### src/rtl/bus_arb_pkg.sv
// Shared types and helpers for the four-requester bus arbiter.
// Holds the FSM state enum and the requester count.
package bus_arb_pkg;

    localparam int NUM_REQ = 4;

    typedef enum logic [1:0] {
        IDLE  = 2'd0,
        GRANT = 2'd1,
        TURN  = 2'd2
    } state_e;

    function automatic logic [NUM_REQ-1:0] onehot(input logic [1:0] idx);
        logic [NUM_REQ-1:0] v;
        v = '0;
        v[idx] = 1'b1;
        return v;
    endfunction

endpackage

### src/rtl/bus_arbiter4_if.sv
// Request/grant bundle between the four bus masters and the arbiter.
// The arbiter takes the slave view; the requester side takes the master view.
interface bus_arbiter4_if;
    import bus_arb_pkg::*;

    logic [NUM_REQ-1:0] req;
    logic [NUM_REQ-1:0] gnt;
    logic [NUM_REQ-1:0] oe;
    logic [1:0]         sel;
    logic               busy;

    modport master (
        output req,
        input  gnt, oe, sel, busy
    );

    modport slave (
        input  req,
        output gnt, oe, sel, busy
    );

endinterface

### src/rtl/rr_pick4.sv
// Combinational round-robin picker: first set request after last_owner,
// wrapping so that last_owner itself is considered last.
module rr_pick4
    import bus_arb_pkg::*;
(
    input  logic [NUM_REQ-1:0] req,
    input  logic [1:0]         last_owner,
    output logic               valid,
    output logic [1:0]         idx
);

    always_comb begin
        valid = 1'b0;
        idx   = last_owner;
        // Walk from farthest to nearest so the nearest hit wins.
        for (int i = NUM_REQ; i >= 1; i--) begin
            if (req[last_owner + 2'(i)]) begin
                valid = 1'b1;
                idx   = last_owner + 2'(i);
            end
        end
    end

endmodule

### src/rtl/bus_arbiter4.sv
// Four-way round-robin bus arbiter with burst limit and turnaround gap.
// Define BUS_ARB_LOCK_EN to add a lock input that suppresses forced release.
module bus_arbiter4
    import bus_arb_pkg::*;
#(
    parameter int MAX_BURST   = 8,
    parameter int TURN_CYCLES = 1
) (
    input logic           clock,
    input logic           reset_n,
`ifdef BUS_ARB_LOCK_EN
    input logic           lock,
`endif
    bus_arbiter4_if.slave bus
);

    state_e             state_q, state_d;
    logic [NUM_REQ-1:0] gnt_q, gnt_d;
    logic [NUM_REQ-1:0] oe_q, oe_d;
    logic [1:0]         sel_q, sel_d;
    logic [1:0]         last_q, last_d;
    logic [7:0]         burst_q, burst_d;
    logic [1:0]         turn_q, turn_d;

    logic       pick_valid;
    logic [1:0] pick_idx;
    logic       force_ok;
    logic       others;
    logic       rel;
    logic       turn_last;
    logic       arb;

`ifdef BUS_ARB_LOCK_EN
    assign force_ok = !lock;
`else
    assign force_ok = 1'b1;
`endif

    rr_pick4 u_pick (
        .req        (bus.req),
        .last_owner (last_q),
        .valid      (pick_valid),
        .idx        (pick_idx)
    );

    assign others    = |(bus.req & ~gnt_q);
    assign rel       = !bus.req[sel_q] ||
                       (burst_q >= 8'(MAX_BURST) && others && force_ok);
    assign turn_last = (turn_q == 2'(TURN_CYCLES - 1));
    assign arb       = (state_q == IDLE) ||
                       (state_q == TURN && turn_last);

    always_comb begin
        state_d = state_q;
        gnt_d   = gnt_q;
        oe_d    = oe_q;
        sel_d   = sel_q;
        last_d  = last_q;
        burst_d = burst_q;
        turn_d  = turn_q;
        unique case (state_q)
            IDLE: ;
            GRANT: begin
                if (burst_q < 8'(MAX_BURST))
                    burst_d = burst_q + 8'd1;
                if (rel) begin
                    state_d = TURN;
                    gnt_d   = '0;
                    oe_d    = '0;
                    last_d  = sel_q;
                    burst_d = '0;
                    turn_d  = '0;
                end
            end
            TURN: begin
                if (turn_last)
                    state_d = IDLE;
                else
                    turn_d = turn_q + 2'd1;
            end
            default: state_d = IDLE;
        endcase
        // Requests are only looked at from IDLE or the last TURN cycle.
        if (arb && pick_valid) begin
            state_d = GRANT;
            gnt_d   = onehot(pick_idx);
            oe_d    = onehot(pick_idx);
            sel_d   = pick_idx;
            burst_d = 8'd1;
        end
    end

    always_ff @(posedge clock or negedge reset_n) begin
        if (!reset_n) begin
            state_q <= IDLE;
            gnt_q   <= '0;
            oe_q    <= '0;
            sel_q   <= 2'd0;
            last_q  <= 2'd3;
            burst_q <= '0;
            turn_q  <= '0;
        end else begin
            state_q <= state_d;
            gnt_q   <= gnt_d;
            oe_q    <= oe_d;
            sel_q   <= sel_d;
            last_q  <= last_d;
            burst_q <= burst_d;
            turn_q  <= turn_d;
        end
    end

    assign bus.gnt  = gnt_q;
    assign bus.oe   = oe_q;
    assign bus.sel  = sel_q;
    assign bus.busy = (state_q != IDLE);

endmodule

### src/flat_wrapper.sv
// flat-port wrapper written by rule: the top's interface ports become plain ports
module bus_arbiter4_flat import bus_arb_pkg::*;
#(
    parameter int MAX_BURST   = 8,
    parameter int TURN_CYCLES = 1
)
  (clock, reset_n, bus_req, bus_gnt, bus_oe, bus_sel, bus_busy);
  bus_arbiter4_if bus_i ();
  input logic clock;
  input logic reset_n;
  input wire logic [$bits(bus_i.req)-1:0] bus_req;
  output wire logic [$bits(bus_i.gnt)-1:0] bus_gnt;
  output wire logic [$bits(bus_i.oe)-1:0] bus_oe;
  output wire logic [$bits(bus_i.sel)-1:0] bus_sel;
  output wire logic [$bits(bus_i.busy)-1:0] bus_busy;
  assign bus_i.req = bus_req;
  assign bus_gnt = bus_i.gnt;
  assign bus_oe = bus_i.oe;
  assign bus_sel = bus_i.sel;
  assign bus_busy = bus_i.busy;
  bus_arbiter4 #(.MAX_BURST(MAX_BURST), .TURN_CYCLES(TURN_CYCLES)) u_core (.clock(clock), .reset_n(reset_n), .bus(bus_i));
endmodule
### config.mk
export PLATFORM = sky130hd
export DESIGN_NAME = bus_arbiter4_flat
export DESIGN_NICKNAME = d
export VERILOG_FILES = /design/src/rtl/bus_arb_pkg.sv /design/src/rtl/bus_arbiter4_if.sv /design/src/rtl/rr_pick4.sv /design/src/rtl/bus_arbiter4.sv /design/src/flat_wrapper.sv
export SDC_FILE = /design/constraint.sdc
export NUM_CORES = 1
export LEC_CHECK = 0
export ABC_CLOCK_PERIOD_IN_PS = 1500
export CAP_MARGIN = 0
export CORE_UTILIZATION = 48
export CTS_CLUSTER_DIAMETER = 150
export CTS_CLUSTER_SIZE = 24
export DETAILED_ROUTE_END_ITERATION = 6
export PLACE_DENSITY = 0.71
export SYNTH_ARGS = -nofsm -noshare
export SYNTH_HDL_FRONTEND = slang
export SYNTH_SLANG_ARGS = --single-unit
export TNS_END_PERCENT = 100
### constraint.sdc
create_clock -name clock -period 1.5 [get_ports clock]
set_input_delay 0.375 -clock clock [delete_from_list [all_inputs] [get_ports clock]]
set_output_delay 0.375 -clock clock [all_outputs]
set_load 0.05 [all_outputs]
==> flow_metrics.py, run 1 <==
metrics = {
    "placement": {
        "placed_cell_area_um2": 1650,
        "gp_congestion": 0.874,
        "dp_hpwl_mm": 2.15,
        "io_buffer_count": 16,
    },
    "setup_path": {
        "worstPathMaxFanout": 7,
        "cpLargestDelayFamily": "simple AND/OR/NAND/NOR gates",
        "cp-startpoint": "u_core.bus.sel[1]",
        "path_class": "reg -> reg",
        "cpPeakStageDelay_ps": 440,
        "path_buf_inv": 0,
        "arrival_ps": 1890,
        "r2r_cells": 5,
        "worstSetupPathDepth": 5,
        "ff2ff_setup_slack_ps": -160,
        "timing.rr.start": "u_core.bus.sel[1]",
        "path_cells": "mux2i_1 -> mux2_4 -> a21oi_4 -> nand2b_1 -> and3_1",
        "endpoint": "u_core.burst_q[4]",
        "worst_ep_required_time_ps": 1740,
        "startpoint_type": "register",
        "worst_r2r_endpoint": "u_core.burst_q[4]",
        "end_kind": "register",
        "cp_slowest_cell": "dfrtp_2",
    },
    "cts": {
        "clock_latency_ps": 300,
        "cts_buffer_depth": 2,
        "path_clk_slew_ps": 100,
        "clock-sinks": 20,
        "cts_buffers": 3,
        "cts_tree": "built",
        "cts_max_level": 1,
        "cts.root.buffer_cell": "clkbuf_4",
    },
    "grt": {
        "grt_max_degree": 21,
        "grt_pass1_vias": 1072,
        "grt_usage": 0.253,
        "antenna_found_initial": 0,
        "grt.overflow.total": 0,
        "grt_pass1_wl_mm": 4.81,
    },
    "power_and_ir_drop": {
        "p_per_area_nw_per_um2": 2170,
        "p_leak_nw": 0.860,
        "swShare": 0.430,
        "seqPwrFrac": 0.216,
        "pwr-share-clk": 0.076,
        "total_power_mw": 4.00,
        "p_switching_mw": 1.72,
        "pwr-share-comb": 0.709,
        "p_int_mw": 2.28,
        "ir_drop_uv": 1550,
    },
    "yosys": {
        "avgSynthCellArea_um2": 9.81,
        "synth_edf_count": 0,
        "synth_area_leaders": "dfrtp_1 (38%), ha_1 (6.4%), dfstp_2 (4.5%)",
        "ys_types": 40,
        "synth-seq-cells": 20,
        "synth_top_area_frac": 0.383,
        "synth_nets": 132,
        "ys_warn_count": 0,
        "synth_area_um2": 1180,
        "yosysTopAreaCell": "dfrtp_1",
        "synthFlopType": "dfrtp_1",
        "seq_area_frac_synth": 0.427,
        "synth-async-reset-ratio": 1.00,
        "synthCells": 120,
    },
    "die": {
        "fp.dieW_um": 51.5,
        "fp-row-count": 17,
        "ioPinCount": 17,
        "die_h_um": 51.5,
        "initial_core_util": 0.522,
        "core_um2": 2250,
        "die-area_um2": 2650,
    },
    "drt": {
        "wire_per_inst_um": 16.2,
        "viasPerCell": 5.59,
        "firstDrtPassIters": 4,
        "postRouteAntennaNets": 0,
        "wirelength_mm": 3.17,
        "num_vias": 1095,
        "drc_errors": 0,
        "drt-initial-drc-count": 46,
    },
    "timing": {
        "hold_viol": 0,
        "setup_slack_ps": -157,
        "fin_crit_ps": 1660,
        "worst_slew_pin_slew_ps": 389,
        "relSlewSlack": 0.739,
        "fmaxAchievable_mhz": 604,
        "finClkSkew_ps": 1.80,
        "setup_viol": 18,
        "slew_violations": 0,
        "rsz0062_at_grt": "yes",
        "timing.final.crit_share": 1.10,
    },
    "worst_hold_path": {
        "hold_class": "in -> async",
    },
    "job": {
        "cap_viol_max_count": 0,
    },
    "final_layout": {
        "nNetsFinal": 181,
        "final_layout_size_suffix_gt1_frac": 0.488,
        "diodes": 0,
        "final_cell_area_um2": 1840,
        "fillCellCount": 130,
        "mostFrequentLayoutCells": "buf_4 (31), nand2_1 (12), dfrtp_1 (12)",
        "final_common_cell": "buf_4",
        "area_delta_synth_final_pct": 56.4,
    },
    "status": {
        "violations": "setup timing",
        "status": "complete, but fails checks",
    },
}
worst min-delay path by stage:
stage	endpoint	startpoint	cells after the start
4_1_cts	u_core.turn_q[0]	reset_n	2
5_1_grt	u_core.burst_q[7]	reset_n	2
2_1_floorplan	u_core.burst_q[0]	reset_n	0
3_5_place_dp	u_core.burst_q[6]	u_core.burst_q[6]	1
3_3_place_gp	u_core.turn_q[1]	u_core.turn_q[1]	1
6_report	u_core.turn_q[0]	reset_n	2
kinds of logic (layout without fill, tap and decap cells):
kind of cell,after synthesis,count (layout),share of synthesized area
mux,6,6,0.0648
simple gates,41,42,0.191
fa+ha+maj,6,6,0.0638
buf+inv,17,64,0.0701
flops,20,20,0.427
compound gates,30,30,0.183
cell usage after synthesis (2+ instances only):
cell type and instances:
ha_1 6, o31ai_1 2, and3_1 5, nor3_1 2, a21oi_1 7, dfrtp_1 18, buf_4 4, inv_1 10
o21ai_0 7, nand2_1 12, dfstp_2 2, nand2b_1 7, o32ai_1 2, mux2i_1 2, buf_2 3, a211oi_1 2
nor2_1 4, mux2_4 3
layer usage:
layer	track usage	share of wire	routed length [µm]	vias to the layer above
met5	0	0	0	-
met3	0.0614	0.048	153	2
met2	0.435	0.52	1650	26
li1	-	-	-	517
met1	0.311	0.42	1340	550
met4	0.0811	0.0079	25	0
sequential cells by signal (all words and copies together), names as in the netlist:
signal          count
u_core.burst_q      8
u_core.bus.oe       4
u_core.bus.sel      2
u_core.last_q       2
u_core.state_q      2
u_core.turn_q       2
power groups by stage:
| stage | Clock, mW | Sequential [mW] | Combinational (mW) |
|---|---|---|---|
| floorplan | 0 | 1.07 | 1.08 |
| CTS | 0.313 | 0.857 | 2.56 |
| global route | 0.336 | 0.883 | 3.00 |
| detailed placement | 0 | 0.865 | 2.36 |
| global placement | 0 | 0.854 | 2.29 |
| finish | 0.302 | 0.861 | 2.83 |
timing repair:
item / 4_1_cts / 5_1_grt
hold buffers: 0 / 0
gates resized for setup: 16 / 15
setup buffers: 4 / 4
endpoints found under the setup margin: 21 / 23
pin swaps: 4 / 4
cloned: 0 / 1
cell type report:
cell class | instances | area [µm²] | share of cell area
sequential | 20 | 510 | 0.277
inverter | 10 | 40.0 | 0.0217
tap | 28 | 35.0 | 0.0190
clock buffer | 4 | 36.3 | 0.0197
timing repair buffer | 50 | 532 | 0.289
multi-input combinational | 84 | 688 | 0.374
metrics by stage:
| step | hold WS [ps] | cells | TNS (ps) | utilization | setup WS (ps) |
|---|---|---|---|---|---|
| finish | 397 | 196 | -1930 | 0.817 | -157 |
| global route | 421 | 196 | -2880 | 0.817 | -202 |
| CTS | 393 | 192 | -1240 | 0.779 | -122 |
| detailed placement | 497 | 184 | -10850 | 0.733 | -650 |
| global placement | 492 | 184 | -9940 | 0.733 | -601 |
| floorplan | 79.4 | 120 | -1110 | - | -202 |
(Power assumes the default switching activity.)
==> run 2: changes to the inputs <==
--- a/config.mk
+++ b/config.mk
@@ -7,6 +7,7 @@
 export LEC_CHECK = 0
 export ABC_CLOCK_PERIOD_IN_PS = 1500
 export CAP_MARGIN = 0
+export CORE_MARGIN = 5
 export CORE_UTILIZATION = 48
 export CTS_CLUSTER_DIAMETER = 150
 export CTS_CLUSTER_SIZE = 24
==> flow_metrics.py, run 2 (synthesized netlist as in run 1, its figures left out) <==
metrics = {
    "status": {
        "status": "complete, but fails checks",
        "violations": "setup timing",
    },
    "drt": {
        "num_vias": 1129,
        "drt-initial-drc-count": 46,
        "postRouteAntennaNets": 0,
        "firstDrtPassIters": 4,
        "drc_errors": 0,
        "viasPerCell": 5.76,
        "wirelength_mm": 3.26,
        "wire_per_inst_um": 16.6,
    },
    "setup_path": {
        "end_kind": "register",
        "path_class": "reg -> reg",
        "timing.rr.start": "u_core.bus.sel[1]",
        "startpoint_type": "register",
        "worst_ep_required_time_ps": 1760,
        "arrival_ps": 1930,
        "worstPathMaxFanout": 8,
        "cp-startpoint": "u_core.bus.sel[1]",
    },
    "timing": {
        "setup_slack_ps": -171,
        "setup_viol": 19,
        "timing.final.crit_share": 1.11,
        "worst_slew_pin_slew_ps": 514,
        "fmaxAchievable_mhz": 598,
        "slew_violations": 0,
        "fin_crit_ps": 1670,
        "finClkSkew_ps": 2.98,
        "hold_viol": 0,
        "rsz0062_at_grt": "yes",
        "relSlewSlack": 0.654,
    },
    "die": {
        "die_h_um": 59.5,
        "fp.dieW_um": 59.5,
        "initial_core_util": 0.489,
        "ioPinCount": 17,
        "die-area_um2": 3540,
        "fp-row-count": 18,
        "core_um2": 2410,
    },
    "cts": {
        "clock_latency_ps": 320,
        "cts_tree": "built",
        "cts.root.buffer_cell": "clkbuf_4",
        "path_clk_slew_ps": 120,
        "cts_buffer_depth": 2,
        "clock-sinks": 20,
        "cts_max_level": 1,
        "holdBufCountCts": 0,
        "cts_buffers": 3,
    },
    "placement": {
        "gp_congestion": 0.835,
        "place_inst": 184,
        "dp_hpwl_mm": 2.21,
        "io_buffer_count": 16,
        "pre_cts_ws_ps": -706,
    },
    "worst_hold_path": {
        "hold_class": "in -> async",
    },
    "final_layout": {
        "area.sequential_um2": 510,
        "top_register": "u_core.burst_q",
        "diodes": 0,
        "finalNonFillerCells": 196,
        "nNetsFinal": 179,
        "area_delta_synth_final_pct": 54.4,
        "final_common_cell": "buf_4",
        "mostFrequentLayoutCells": "buf_4 (30), nand2_1 (12), dfrtp_1 (12)",
        "fin_util": 0.754,
        "final_layout_size_suffix_gt1_frac": 0.494,
        "fillCellCount": 152,
        "largest_reg_flops": 8,
        "multi_input_area_um2": 691,
    },
    "grt": {
        "grt_max_degree": 21,
        "grt.overflow.total": 0,
        "grt_pass1_vias": 1146,
        "antenna_found_initial": 0,
        "grt_usage": 0.195,
        "grt_pass1_wl_mm": 5.15,
    },
    "power_and_ir_drop": {
        "ir_drop_uv": 1640,
        "p_per_area_nw_per_um2": 2170,
        "p_leak_nw": 0.843,
        "total_power_mw": 3.95,
    },
    "job": {
        "cap_viol_max_count": 0,
    },
}
==> run 2: changes by cell type in the layout (fill, tap and decap cells not counted), moves of 2 or more <==
cell	previous run	this run
a21oi_1	6	4
a21oi_2	1	3
ha_1	4	2
o21ai_1	4	2
o21ai_2	0	2
==> run 2: power breakdown <==
part | internal [mW] | switching (mW) | total (mW)
Combinational | 1.39 | 1.39 | 2.78
Sequential | 0.720 | 0.157 | 0.877
Clock | 0.104 | 0.190 | 0.294
==> run 2: critical path, stage by stage, from the launching register on <==
cell     delay (ps)
dfrtp_2         460
mux2i_1         150
mux2_4          300
a21oi_4         260
buf_4           180
nand4_1         130
a21oi_2         140
==> run 2: cell type report <==
class,count,share of cell area
Multi-Input combinational cell,84,0.380
Timing Repair Buffer,48,0.282
Sequential cell,20,0.281
Inverter,10,0.0220
Tap cell,30,0.0206
Clock buffer,4,0.0145
==> run 2: timing repair <==
action                     in CTS  in global routing
pin swaps                       2                  1
buffers inserted                4                  3
setup endpoints to repair      21                 21
hold endpoints to repair        0                  0
gates cloned                    0                  1
gates resized for setup        18                 15
==> run 2: worst paths after layout <==
check | to | slack, ps | cells past startpoint
min reg2reg | u_core.turn_q[1] | 530 | 1
max in group asynchronous | u_core.last_q[0] | 860 | 2
max reg2reg | u_core.burst_q[1] | -170 | 6
min | u_core.turn_q[0] | 370 | 2
max | u_core.burst_q[1] | -170 | 6
min in group clock | u_core.turn_q[1] | 530 | 1
==> run 2: stage by stage <==
stage	hold slack, ps	area [µm²]	setup TNS [ps]
6_report	371	1820	-2180
5_1_grt	393	1820	-4050
4_1_cts	380	1740	-1540
3_5_place_dp	500	1640	-11100
3_3_place_gp	489	1640	-9760
2_1_floorplan	79.4	1190	-1110
==> run 2: per-layer routing <==
layer | share of wire | vias up | track usage | wire [µm]
met5 | 0 | - | 0 | 0
met4 | 0.029 | 0 | 0.0823 | 96
met3 | 0.046 | 14 | 0.0305 | 151
met2 | 0.50 | 50 | 0.339 | 1620
met1 | 0.43 | 552 | 0.239 | 1390
li1 | - | 513 | - | -
